## src/rtl/regfile_sb.sv

```systemverilog
// regfile_sb: 8-entry register file with two registered read ports, one
// write-back port and a per-register scoreboard of pending writes.
//
// Ports:
//   clk, rst_n             clock, synchronous active-low reset
//   rd_en, rd_addr_a/b     read request; both ports are captured together
//   rd_data_a/b            registered read data (1-cycle latency, held when idle)
//   wr_en, wr_addr, wr_data  write-back port; also clears busy_vec[wr_addr]
//   iss_en, iss_dest       issue; sets busy_vec[iss_dest] unless stalled
//   stall                  combinational hazard: a read source is still pending
//   busy_vec               registered scoreboard, bit i = register i pending
//
// Register 0 is hard-wired to zero and is never marked busy.
//
// Optional feature macro: REGFILE_BYPASS_EN
//   defined   : a same-cycle write to a nonzero read address forwards wr_data
//               to that read port, and stall ignores a busy bit that this
//               cycle's write is clearing.
//   undefined : reads return the old register value; stall uses busy_vec as is.
module regfile_sb #(
  parameter int DATA_W = 64
) (
  input  logic              clk,
  input  logic              rst_n,
  input  logic              rd_en,
  input  logic [2:0]        rd_addr_a,
  input  logic [2:0]        rd_addr_b,
  output logic [DATA_W-1:0] rd_data_a,
  output logic [DATA_W-1:0] rd_data_b,
  input  logic              wr_en,
  input  logic [2:0]        wr_addr,
  input  logic [DATA_W-1:0] wr_data,
  input  logic              iss_en,
  input  logic [2:0]        iss_dest,
  output logic              stall,
  output logic [7:0]        busy_vec
);
  localparam int NREG = 8;

  logic [NREG-1:0][DATA_W-1:0] regs_q, regs_d;
  logic [DATA_W-1:0]           rd_data_a_q, rd_data_a_d;
  logic [DATA_W-1:0]           rd_data_b_q, rd_data_b_d;
  logic [NREG-1:0]             busy_vec_q, busy_vec_d;
  logic [NREG-1:0]             busy_eff;
  logic [DATA_W-1:0]           rv_a, rv_b;

  // Register array update; entry 0 is never written so it stays zero.
  always_comb begin
    regs_d = regs_q;
    if (wr_en && wr_addr != 3'd0) regs_d[wr_addr] = wr_data;
  end

  // Read values as seen this cycle, with optional write forwarding.
  always_comb begin
    rv_a = (rd_addr_a == 3'd0) ? '0 : regs_q[rd_addr_a];
    rv_b = (rd_addr_b == 3'd0) ? '0 : regs_q[rd_addr_b];
`ifdef REGFILE_BYPASS_EN
    if (wr_en && wr_addr != 3'd0 && wr_addr == rd_addr_a) rv_a = wr_data;
    if (wr_en && wr_addr != 3'd0 && wr_addr == rd_addr_b) rv_b = wr_data;
`endif
    rd_data_a_d = rd_data_a_q;
    rd_data_b_d = rd_data_b_q;
    if (rd_en) begin
      rd_data_a_d = rv_a;
      rd_data_b_d = rv_b;
    end
  end

  // Hazard detect and scoreboard next state.
  always_comb begin
    busy_eff = busy_vec_q;
`ifdef REGFILE_BYPASS_EN
    // The pending write lands this cycle and is forwarded, so no hazard.
    if (wr_en) busy_eff[wr_addr] = 1'b0;
`endif
    stall = rd_en & (busy_eff[rd_addr_a] | busy_eff[rd_addr_b]);

    busy_vec_d = busy_vec_q;
    if (wr_en) busy_vec_d[wr_addr] = 1'b0;
    // Set after clear so a same-register issue wins over the write-back.
    if (iss_en && !stall && iss_dest != 3'd0) busy_vec_d[iss_dest] = 1'b1;
    busy_vec_d[0] = 1'b0;
  end

  always_ff @(posedge clk) begin
    if (!rst_n) begin
      regs_q      <= '0;
      rd_data_a_q <= '0;
      rd_data_b_q <= '0;
      busy_vec_q  <= '0;
    end else begin
      regs_q      <= regs_d;
      rd_data_a_q <= rd_data_a_d;
      rd_data_b_q <= rd_data_b_d;
      busy_vec_q  <= busy_vec_d;
    end
  end

  assign rd_data_a = rd_data_a_q;
  assign rd_data_b = rd_data_b_q;
  assign busy_vec  = busy_vec_q;
endmodule

```

## config.mk

```make
export PLATFORM = sky130hd
export DESIGN_NAME = regfile_sb
export DESIGN_NICKNAME = d
export VERILOG_FILES = /design/src/rtl/regfile_sb.sv
export SDC_FILE = /design/constraint.sdc
export NUM_CORES = 2
export LEC_CHECK = 0
export CORE_ASPECT_RATIO = 1.5
export CORE_MARGIN = 1.5
export CORE_UTILIZATION = 35
export CTS_BUF_LIST = sky130_fd_sc_hd__clkbuf_4 sky130_fd_sc_hd__clkbuf_8 sky130_fd_sc_hd__clkbuf_16
export DETAILED_ROUTE_END_ITERATION = 10
export GPL_TIMING_DRIVEN = 0
export PLACE_DENSITY_LB_ADDON = 0.25
export RECOVER_POWER = 25
export SLEW_MARGIN = 20
export SYNTH_ARGS = -nofsm -noshare
export SYNTH_HDL_FRONTEND = slang
export SYNTH_SLANG_ARGS = --single-unit
```

## constraint.sdc

```tcl
create_clock -name clk -period 1.95 [get_ports clk]
set_input_delay 0.39 -clock clk [delete_from_list [all_inputs] [get_ports clk]]
set_output_delay 0.39 -clock clk [all_outputs]
set_load 0.01 [all_outputs]
```

==> results_dict.tcl <==
set metrics [dict create \
    most_common_library_cell_in_the_layout_ignoring_fill_and_taps "sky130_fd_sc_hd__nand2_1" \
    power-per-cell-area_mw_per_mm2 815 \
    worst_r2r_path_depth 5 \
    seqPwrFrac_pct 47.0 \
    placement_rows 125 \
    worst_ir_drop_vdd_v 0.000600 \
    synth.avg_cell_area_um2 8.88 \
    cts_tree "built" \
    placed_cells 4284 \
    post_dp_hpwl_um 75000 \
    crit_share_post_route_pct 125 \
    grt_pass1_wl_um 152000 \
    wl_per_cell_um 23.6 \
    totalWireLength_um 104000 \
    achievable-frequency_mhz 411 \
    internal_power_w 0.0195 \
    post_synth_inst_count 3058 \
    count_of_max_cap_constraint_violations 0 \
    setup_violating_endpoint_count_in_the_final_report 392 \
    placeableCoreArea_mm2 0.0771 \
    clock_power_share_pct 41.7 \
    mappedNetlistNets 3139 \
    comb_power_share_pct 11.3 \
    pin_count_of_the_biggest_net_entering_global_routing 15 \
    grt_usage_pct 25.5 \
    slew_violations 0 \
    holdWs_ns 0.121 \
    report.power.total_w 0.0265 \
    drt-vias-per-instance 5.58 \
    crit_fanout 2 \
    grt_antenna_before_repair 7 \
    layout-drive-gt1-share_pct 15.4 \
    final.min_clock_period_ns 2.43 \
    sw_frac_of_total_pct 26.5 \
    post-route-worst-setup-slack_ns -0.481 \
    dieArea_mm2 0.0793 \
    grt_overflow_total 0 \
    area.growth.synth_to_final_pct 19.7 \
    cp.required_ns 1.56 \
    worst-slew-pin-transition_ns 1.24 \
    power_dissipated_by_switching_net_loads_w 0.00701 \
    rsz0062_at_grt "yes" \
    hold_path_startpoint "iss_en" \
    crit_arrival_ns 2.04 \
    ys_ff_latch 583 \
    cts-hold-fix-buffers 0 \
    first_global_vias 23900 \
    drc_errors 0 \
    leakage_nw 11.2 \
    post_synth_instance_area_mm2 0.0272 \
    cts-htree-levels 2 \
    cts_made_buffers 55 \
    detailedRoute.firstPassIterationCount 6 \
    worstSkewPairLatency_ns 0.64 \
    synthesis.yosys.warnings 0 \
    timing.clock.skew_ns 0.0109 \
    r2r-start "busy_vec[4]$_SDFF_PN0_" \
    place.gp.congestion 0.887 \
    vias 24500 \
    route.antenna.remaining_nets 0 \
    most-common-layout-cells "sky130_fd_sc_hd__nand2_1, sky130_fd_sc_hd__dfxtp_1, sky130_fd_sc_hd__a21oi_1" \
    floorplan.initialDensity_pct 35.2 \
    io_buffer_count 209 \
    cts_root_buf "sky130_fd_sc_hd__clkbuf_16" \
    violations "setup timing" \
    run_status "finished with violations" \
    drt_iter0_markers 2174 \
    finalNonFillerCells 4391 \
    synth_cell_type_count 40 \
    clock_path_buffers 3 \
    layout.core_utilization_pct 42.2 \
    ios 218 \
    max-slew-margin-rel_pct 17.0 \
    tritoncts_num_sinks 583 \
    timing.reg2reg.setup_slack_ns 0.31 \
    timing.hold.worst_path_depth 3 \
    nets 3419 \
    min_path_type "input pin to register" \
    worstSetupPathType "register to primary output" \
    timing.final.hold_violations 0 \
    worst_hold_path.endpoint "busy_vec[3]$_SDFF_PN0_" \
    timing.rr.end "busy_vec[2]$_SDFF_PN0_" \
    die_w_um 230 \
    end_kind "primary output" \
    ys_seq_area_share_pct 43.0 \
    die_y_um 344 \
    worst_setup_hold_path_clk_slew_ns 0.07 \
    cp-start-kind "register" \
]
## layout make-up
cell class / instances / area (µm²)
Antenna cell: 3 / 7.51
Buffer: 288 / 1320
Clock inverter: 11 / 130
Inverter: 2 / 7.51
Timing Repair Buffer: 225 / 2100
Fill cell: 7571 / 44600
Multi-Input combinational cell: 2183 / 14400
Clock buffer: 80 / 1640
Tap cell: 1016 / 1270
Sequential cell: 583 / 11700
## worst max-delay path, stage by stage, from the launching register on
cell	delay, ns
sky130_fd_sc_hd__dfxtp_4	0.36
sky130_fd_sc_hd__mux2_4	0.28
sky130_fd_sc_hd__a221oi_4	0.31
sky130_fd_sc_hd__o32ai_4	0.17
sky130_fd_sc_hd__and2_4	0.17
sky130_fd_sc_hd__buf_6	0.11
## power by group through the flow
| stage | Clock [W] | Combinational (W) | Sequential, W |
|---|---|---|---|
| 6_report | 0.0110 | 0.00301 | 0.0125 |
| 4_1_cts | 0.0111 | 0.00300 | 0.0125 |
| 2_1_floorplan | 0 | 0.00155 | 0.0127 |
| 3_5_place_dp | 0 | 0.00299 | 0.0127 |
| 3_3_place_gp | 0 | 0.00298 | 0.0127 |
| 5_1_grt | 0.0116 | 0.00318 | 0.0125 |
## metal layers
layer  vias to the layer above  global-route usage [%]  share of wire (%)
li1                      11400                       -                  -
met1                     11900                    30.4                 40
met2                       986                    43.9                 49
met3                       247                    4.88                6.8
met4                         8                    12.4                4.3
met5                         -                       0              0.049
## what timing repair did
action	CTS	global route
setup endpoints to repair	579	299
buffers inserted	10	5
resized for setup	150	75
pin swaps	6	5
## sequential cells by signal, indices dropped and copies added, names as in the netlist
signal and flops:
regs_q 448, rd_data_a 64, rd_data_b 64, busy_vec 7
## metrics by stage
step | setup TNS, ns | cell area [µm²] | worst slack [ns]
6_report | -47.19 | 32500 | -0.481
5_1_grt | -64.47 | 32500 | -0.516
4_1_cts | -10.79 | 32500 | -0.499
3_5_place_dp | -532.06 | 30600 | -1.39
3_3_place_gp | -653.24 | 30600 | -1.42
2_1_floorplan | 0 | 27200 | 0.00986
## synthesized netlist by cell type (all sizes together)
master | instances | area share, %
and2 | 2 | 0.046
o31ai | 126 | 3.5
nand3b | 130 | 3.6
nor3 | 1 | 0.037
a2bb2oi | 1 | 0.032
mux4 | 128 | 11
o21ai | 8 | 0.15
nor2b | 129 | 3.0
dfxtp | 583 | 43
o32ai | 2 | 0.12
a211oi | 1 | 0.028
conb | 1 | 0.014
mux2 | 132 | 5.5
or3 | 1 | 0.023
buf | 80 | 1.7
a22oi | 1 | 0.028
nor3b | 2 | 0.055
a32oi | 6 | 0.19
clkbuf | 210 | 2.9
mux2i | 2 | 0.074
nand4 | 1 | 0.023
a22o | 1 | 0.032
a221oi | 128 | 4.1
a21oi | 450 | 8.3
nor2 | 10 | 0.14
o22ai | 1 | 0.023
nand2 | 905 | 13
inv | 2 | 0.028
nand3 | 3 | 0.055
nand2b | 4 | 0.092
or2 | 5 | 0.12
and3 | 2 | 0.046
## cells by family after synthesis
family,share of synthesized area [%]
and+or+nand+nor,19.7
AOI/OAI and AO/OA,16.5
DFF,43.0
buffers and inverters,4.62
muxes,16.2
other,0.0138
## worst max-delay path by stage
stage,start,to,slack (ns),cells after the start
after floorplan,rd_addr_a[0],stall,0.01,6
after global placement,rd_addr_b[1],rd_data_b[27]$_SDFFE_PN0P_,-1.42,6
after detailed placement,rd_addr_b[1],rd_data_b[27]$_SDFFE_PN0P_,-1.39,6
after CTS,busy_vec[4]$_SDFF_PN0_,stall,-0.50,5
after global routing,busy_vec[1]$_SDFF_PN0_,stall,-0.52,5
final,busy_vec[4]$_SDFF_PN0_,stall,-0.48,5
Note: power is estimated with default switching activity, not from simulation.
